## config.mk

```make
export PLATFORM = sky130hd
export DESIGN_NAME = ivl_uvm_ovl_win_stim_gen
export DESIGN_NICKNAME = d
export VERILOG_FILES = /design/src/rtl/ivl_uvm_ovl_win_stim_gen.sv
export SDC_FILE = /design/constraint.sdc
export NUM_CORES = 1
export LEC_CHECK = 0
export ABC_AREA = 1
export CAP_MARGIN = 40
export CORE_ASPECT_RATIO = 0.75
export CORE_MARGIN = 1
export CORE_UTILIZATION = 35
export DETAILED_ROUTE_END_ITERATION = 6
export DONT_BUFFER_PORTS = 1
export GPL_TIMING_DRIVEN = 0
export HOLD_SLACK_MARGIN = 0.05
export PLACE_DENSITY_LB_ADDON = 0.3
export SLEW_MARGIN = 20
export SYNTH_ARGS = -nofsm -noshare
export SYNTH_HDL_FRONTEND = slang
export SYNTH_SLANG_ARGS = --single-unit
```

## constraint.sdc

```tcl
create_clock -name clk -period 3.05 [get_ports clk]
set_input_delay 0.1525 -clock clk [delete_from_list [all_inputs] [get_ports clk]]
set_output_delay 0.1525 -clock clk [all_outputs]
set_load 0.05 [all_outputs]
```

## src/rtl/ivl_uvm_ovl_win_stim_gen.sv

```systemverilog
// ivl_uvm_ovl_win_stim_gen
// Stimulus generator for a window-style assertion checker. Each accepted command
// opens a window: a one-cycle start_event, cmd_len HOLD cycles with test_expr held
// at cmd_data, a one-cycle end_event, then GAP_CYCLES cycles with test_expr = 0.
// Optionally bit 0 of test_expr is inverted from a chosen HOLD index through END,
// which the checker should flag as a violation.
//
// Ports:
//   clk, rst_n          clock, asynchronous active-low reset
//   enable              permits acceptance of new commands
//   cmd_valid/cmd_ready command handshake (ready only in IDLE with enable high)
//   cmd_data            value held on test_expr across the window
//   cmd_len             number of HOLD cycles
//   cmd_inject          request one bit-0 change inside the window
//   cmd_inject_at       HOLD index (0-based) where the change starts
//   start_event         window-open pulse
//   end_event           window-close pulse
//   test_expr           monitored expression
//   busy                high whenever not IDLE
//   done                one-cycle pulse in the first IDLE cycle after a window
//   expect_fire         valid with done; window contained an injected change
//   win_count           completed-window count, saturating
module ivl_uvm_ovl_win_stim_gen #(
   parameter int unsigned WIDTH      = 4,
   parameter int unsigned GAP_CYCLES = 2
) (
   input  logic             clk,
   input  logic             rst_n,
   input  logic             enable,
   input  logic             cmd_valid,
   output logic             cmd_ready,
   input  logic [WIDTH-1:0] cmd_data,
   input  logic [7:0]       cmd_len,
   input  logic             cmd_inject,
   input  logic [7:0]       cmd_inject_at,
   output logic             start_event,
   output logic             end_event,
   output logic [WIDTH-1:0] test_expr,
   output logic             busy,
   output logic             done,
   output logic             expect_fire,
   output logic [15:0]      win_count
);

   typedef enum logic [2:0] {StIdle, StStart, StHold, StEnd, StGap} state_e;

   localparam logic [WIDTH-1:0] FlipMask = WIDTH'(1);
   localparam logic [7:0]       GapLast  = (GAP_CYCLES == 0) ? 8'd0 : 8'(GAP_CYCLES - 1);

   state_e           state_q;
   logic [WIDTH-1:0] data_q;
   logic [7:0]       cnt_q;       // remaining HOLD cycles, including the current one
   logic [7:0]       flip_cnt_q;  // cnt_q value at which the injected change starts
   logic             fire_q;
   logic [7:0]       gap_q;

   always_ff @(posedge clk or negedge rst_n) begin
      if (!rst_n) begin
         state_q     <= StIdle;
         data_q      <= '0;
         cnt_q       <= '0;
         flip_cnt_q  <= '0;
         fire_q      <= 1'b0;
         gap_q       <= '0;
         cmd_ready   <= 1'b0;
         start_event <= 1'b0;
         end_event   <= 1'b0;
         test_expr   <= '0;
         busy        <= 1'b0;
         done        <= 1'b0;
         expect_fire <= 1'b0;
         win_count   <= '0;
      end else begin
         // Pulses default low; states below raise them for exactly one cycle.
         start_event <= 1'b0;
         end_event   <= 1'b0;
         done        <= 1'b0;
         expect_fire <= 1'b0;

         unique case (state_q)
            StIdle: begin
               if (cmd_valid && cmd_ready) begin
                  state_q     <= StStart;
                  data_q      <= cmd_data;
                  cnt_q       <= cmd_len;
                  fire_q      <= cmd_inject && (cmd_inject_at < cmd_len);
                  flip_cnt_q  <= cmd_len - cmd_inject_at;
                  cmd_ready   <= 1'b0;
                  start_event <= 1'b1;
                  test_expr   <= cmd_data;
                  busy        <= 1'b1;
               end else begin
                  cmd_ready <= enable;
               end
            end

            StStart: begin
               if (cnt_q != 8'd0) begin
                  state_q <= StHold;
                  // HOLD index 0 may already carry the injected change.
                  if (fire_q && (cnt_q == flip_cnt_q)) begin
                     test_expr <= data_q ^ FlipMask;
                  end
               end else begin
                  state_q   <= StEnd;
                  end_event <= 1'b1;
               end
            end

            StHold: begin
               if (cnt_q == 8'd1) begin
                  state_q   <= StEnd;
                  end_event <= 1'b1;
               end else begin
                  cnt_q <= cnt_q - 8'd1;
                  if (fire_q && ((cnt_q - 8'd1) == flip_cnt_q)) begin
                     test_expr <= data_q ^ FlipMask;
                  end
               end
            end

            StEnd: begin
               test_expr <= '0;
               if (GAP_CYCLES == 0) begin
                  state_q     <= StIdle;
                  busy        <= 1'b0;
                  cmd_ready   <= enable;
                  done        <= 1'b1;
                  expect_fire <= fire_q;
                  if (win_count != 16'hFFFF) win_count <= win_count + 16'd1;
               end else begin
                  state_q <= StGap;
                  gap_q   <= GapLast;
               end
            end

            StGap: begin
               if (gap_q == 8'd0) begin
                  state_q     <= StIdle;
                  busy        <= 1'b0;
                  cmd_ready   <= enable;
                  done        <= 1'b1;
                  expect_fire <= fire_q;
                  if (win_count != 16'hFFFF) win_count <= win_count + 16'd1;
               end else begin
                  gap_q <= gap_q - 8'd1;
               end
            end

            default: state_q <= StIdle;
         endcase
      end
   end

endmodule

```

==> summary by stage <==
Run status
The flow ran to the end, and the final reports show no timing, DRC or antenna violations.

Clock network
The number of setup buffers added after CTS is 0. At the later pin of the worst-skew pair, clock insertion delay measures approximately 0.32 ns. The number of hold buffers added after CTS was 11. Clock tree synthesis inserted a total of 9 buffers. The clock slew at the register clock pins of the worst setup and hold paths is ~0.050 ns. TritonCTS built the clock tree. The largest buffer count on any clock path is 2. The number of instances resized during post-cts repair is 0. The clock sink count is 58. The clock tree synthesis step divided the H-tree into 3 levels.

The buffer type at the clock tree root is sky130_fd_sc_hd__clkbuf_16.

Setup path
The highest net fanout along the worst path is 7. The largest single stage delay on the critical path is between 0.6 and 0.7 ns. For the worst setup path, the data arrival time is 2.44 ns. Setup slack on the worst reg-to-reg path comes out at 0.79 ns. The cell type of the slowest stage on the worst timing path is sky130_fd_sc_hd__dfrtp_1. Traced cell by cell, the critical path runs through ha_1, inv_1, nor2_1, nand3_2, inv_1, nand3_1, o21ai_4, nor2_1, xor2_1. The required time of the critical path is approximately 3.2 ns. In this run the critical register-to-register path is launched from win_count[1]. The number of cells on the worst reg-to-reg path is 9.

The reg-to-reg endpoint is win_count[5]. The critical path is of the reg -> reg type. The worst setup path is launched from a register. Tracing the worst setup path back leads to its startpoint at win_count[1]. The kind of end point of the critical path is a register. The most critical setup path has its endpoint at win_count[5].

Layout
In the final layout, the share of cells above drive strength 1 is 0.0976. The multi-input logic area is 1830 sq um. For this run, the number of standard cells in the final layout without fillers is 624. In the final layout, flip-flops and latches occupy around 1500 sq um. The number of inserted diodes is 0. The layout filler cell count is between 900 and 1000. The layout overhead on the synthesized area is 17.4%.

The share of the core filled with cells in the final layout is 0.429. The final layout contains about 530 nets. The most common library cell in the layout ignoring fill and taps is sky130_fd_sc_hd__nand2_1. The library cells used most frequently in the layout, excluding fill and tap cells, are sky130_fd_sc_hd__nand2_1, sky130_fd_sc_hd__inv_1, sky130_fd_sc_hd__dfrtp_1, sky130_fd_sc_hd__o21ai_0, sky130_fd_sc_hd__nand3_1. The post-layout instance area is approximately 4200 sq um.

Timing
The final count of pins violating max slew was 0. The time the final worst path needs with I/O delays and setup is about 2.3 ns. The post-route clock skew is 0.00383 ns. Setup repair after global routing left no endpoint under its margin. The share of the clock period used by the worst path after layout is 0.741. In this run the tightest slew margin relative to its limit is 0.526. The highest clock frequency the design can meet is 442 MHz.

After routing, the total negative slack on setup checks comes to 0 ns. The worst-margin pin slew is a little over 0.7 ns. The hold violation total from the final report came to 0. Setup violations remaining at the end of the flow were counted as 0.

Floorplanning
During I/O placement, the number of pins put on the boundary was just over 50. The initial utilization of the core area, before any placement, comes to 0.365. The row count is 31. The die boundary height is just under 90 um. The full die area is 10600 sq um. The horizontal extent of the die is about 120 um.

The core footprint is 9770 sq um.

Placed design
The count of input and output buffers is 0. Summed over all nets, the half-perimeter wirelength after detailed placement is between 6 and 7 mm. The post-place instance area is 3740 sq um. The congestion estimate from routability-driven global placement came to 0.842.

The number of cells in the design after placement is between 500 and 600.

GRT
The largest net degree at the start of global routing is 59. The overall track demand over capacity in global routing is 0.172. Summed over all layers, the global routing overflow is 0. The number of global-route vias before repair is between 2000 and 3000. The first-pass GRT wire length is 14.1 mm. The initial antenna violation count is 0.

Yosys
The mapped cell area is 3570 sq um. The average instance in the mapped netlist occupies 7.68 sq um. In the synthesized netlist the dominant register cell turns out to be sky130_fd_sc_hd__dfrtp_1. The number of enable flip-flop cells after synthesis is 0.

The async set-reset flop share out of synthesis is 1.00. Counting distinct cell types in the post-synthesis netlist gives 36. After synthesis the netlist holds a flip-flop and latch count of 58. The count of synthesis-stage warnings from yosys is 0. The net count of the mapped netlist is roughly 500. The number of cells produced by synthesis is 465. The part of the Yosys area used for sequential elements is 0.406.

Pwr
The static leakage is between 2 and 2.5 nW. Dividing total power by cell area gives a power density of around 1000 nW/um^2. IR analysis of the VDD net gives a maximum drop of between 0.4 and 0.5 mV. Power comes to between 4 and 5 mW.

Drt
The number of antenna-violating nets in the routed design is 0. The first detailed-routing pass ran for 4 iterations. After detailed routing, the number of remaining DRC violations is 0.

After detailed routing, the number of vias per cell comes to 5.10. The wire length per cell is 14.0 um. For this block, the routed nets add up to approximately 8.8 mm of wire. The final route contains 3182 vias. The number of violations reported at the end of detailed-routing iteration 0 is roughly 150.

Min path
The worst hold path class is in -> reg.

Job
The total of max-cap violations is 0.
==> per-stage QoR <==
| step | hold WS [ns] | setup slack, ns |
|---|---|---|
| floorplan | -0.143 | 1.07 |
| global placement | -0.142 | 0.870 |
| detailed placement | -0.141 | 0.818 |
| CTS | 0.0559 | 0.797 |
| global route | 0.100 | 0.674 |
| finish | 0.0667 | 0.789 |
==> flip-flops by register name, summed over array words and instances (netlist names), 3 cells and up <==
signal      count
data_q          4
win_count      16
gap_q           8
cnt_q           8
state_q         3
test_expr       4
flip_cnt_q      8
==> worst min path at each step <==
| stage | from | endpoint | slack (ns) | cells past startpoint |
|---|---|---|---|---|
| 2_1_floorplan | rst_n | busy | -0.14 | 0 |
| 3_5_place_dp | rst_n | flip_cnt_q[3] | -0.14 | 0 |
| 6_report | cmd_len[7] | cnt_q[7] | 0.07 | 2 |
| 5_1_grt | cmd_inject_at[1] | flip_cnt_q[1] | 0.10 | 2 |
| 4_1_cts | cmd_len[7] | cnt_q[7] | 0.06 | 2 |
| 3_3_place_gp | rst_n | flip_cnt_q[3] | -0.14 | 0 |
==> routing by layer <==
layer,GRT usage,vias up,wire length [um]
li1,-,1574,-
met1,0.246,1503,4390
met2,0.250,93,3750
met3,0.0402,12,494
met4,0.0690,0,121
met5,0,-,0
==> final cells by class <==
cell class | instances | share of cell area
clock buffer | 12 | 0.0611
sequential | 58 | 0.346
tap | 132 | 0.0394
clock inverter | 4 | 0.0176
buffer | 5 | 0.00626
inverter | 71 | 0.0635
multi-input combinational | 331 | 0.436
timing repair buffer | 11 | 0.0304
==> where the power goes <==
group	leakage [nW]	internal [mW]	switching [mW]	total, mW
clock	0.163	0.759	0.346	1.11
sequential	0.750	1.03	0.403	1.43
combinational	1.10	0.569	1.09	1.66
total	2.02	2.36	1.84	4.19
==> worst max-delay path, delay by kind of cell, from the launching register on <==
kind            cells  cell delay (ns)
simple gates        4             0.56
flops               1             0.69
fa+ha+maj           1             0.24
buf+inv             2             0.14
xor+xnor            1             0.15
compound gates      1             0.32
==> synth_stat cells (9+ instances only) <==
library cell	n	share of area
sky130_fd_sc_hd__dfrtp_1	58	0.41
sky130_fd_sc_hd__o21ai_0	35	0.049
sky130_fd_sc_hd__a21oi_1	13	0.018
sky130_fd_sc_hd__inv_2	9	0.0095
sky130_fd_sc_hd__nand2_1	119	0.13
sky130_fd_sc_hd__nand4_1	12	0.021
sky130_fd_sc_hd__nand3_1	33	0.046
sky130_fd_sc_hd__xor2_1	11	0.027
sky130_fd_sc_hd__nor2_1	28	0.029
sky130_fd_sc_hd__ha_1	13	0.046
sky130_fd_sc_hd__inv_1	62	0.065
==> cells by family after synthesis <==
group,Yosys count,synth area share
buffers and inverters,76,0.0820
XOR/XNOR,19,0.0466
AO/OA/AOI/OAI,74,0.119
flip-flops,58,0.406
AND/OR/NAND/NOR,224,0.295
adder cells (fa/ha/maj),14,0.0511
No activity file was read; power rests on OpenSTA's default activity.
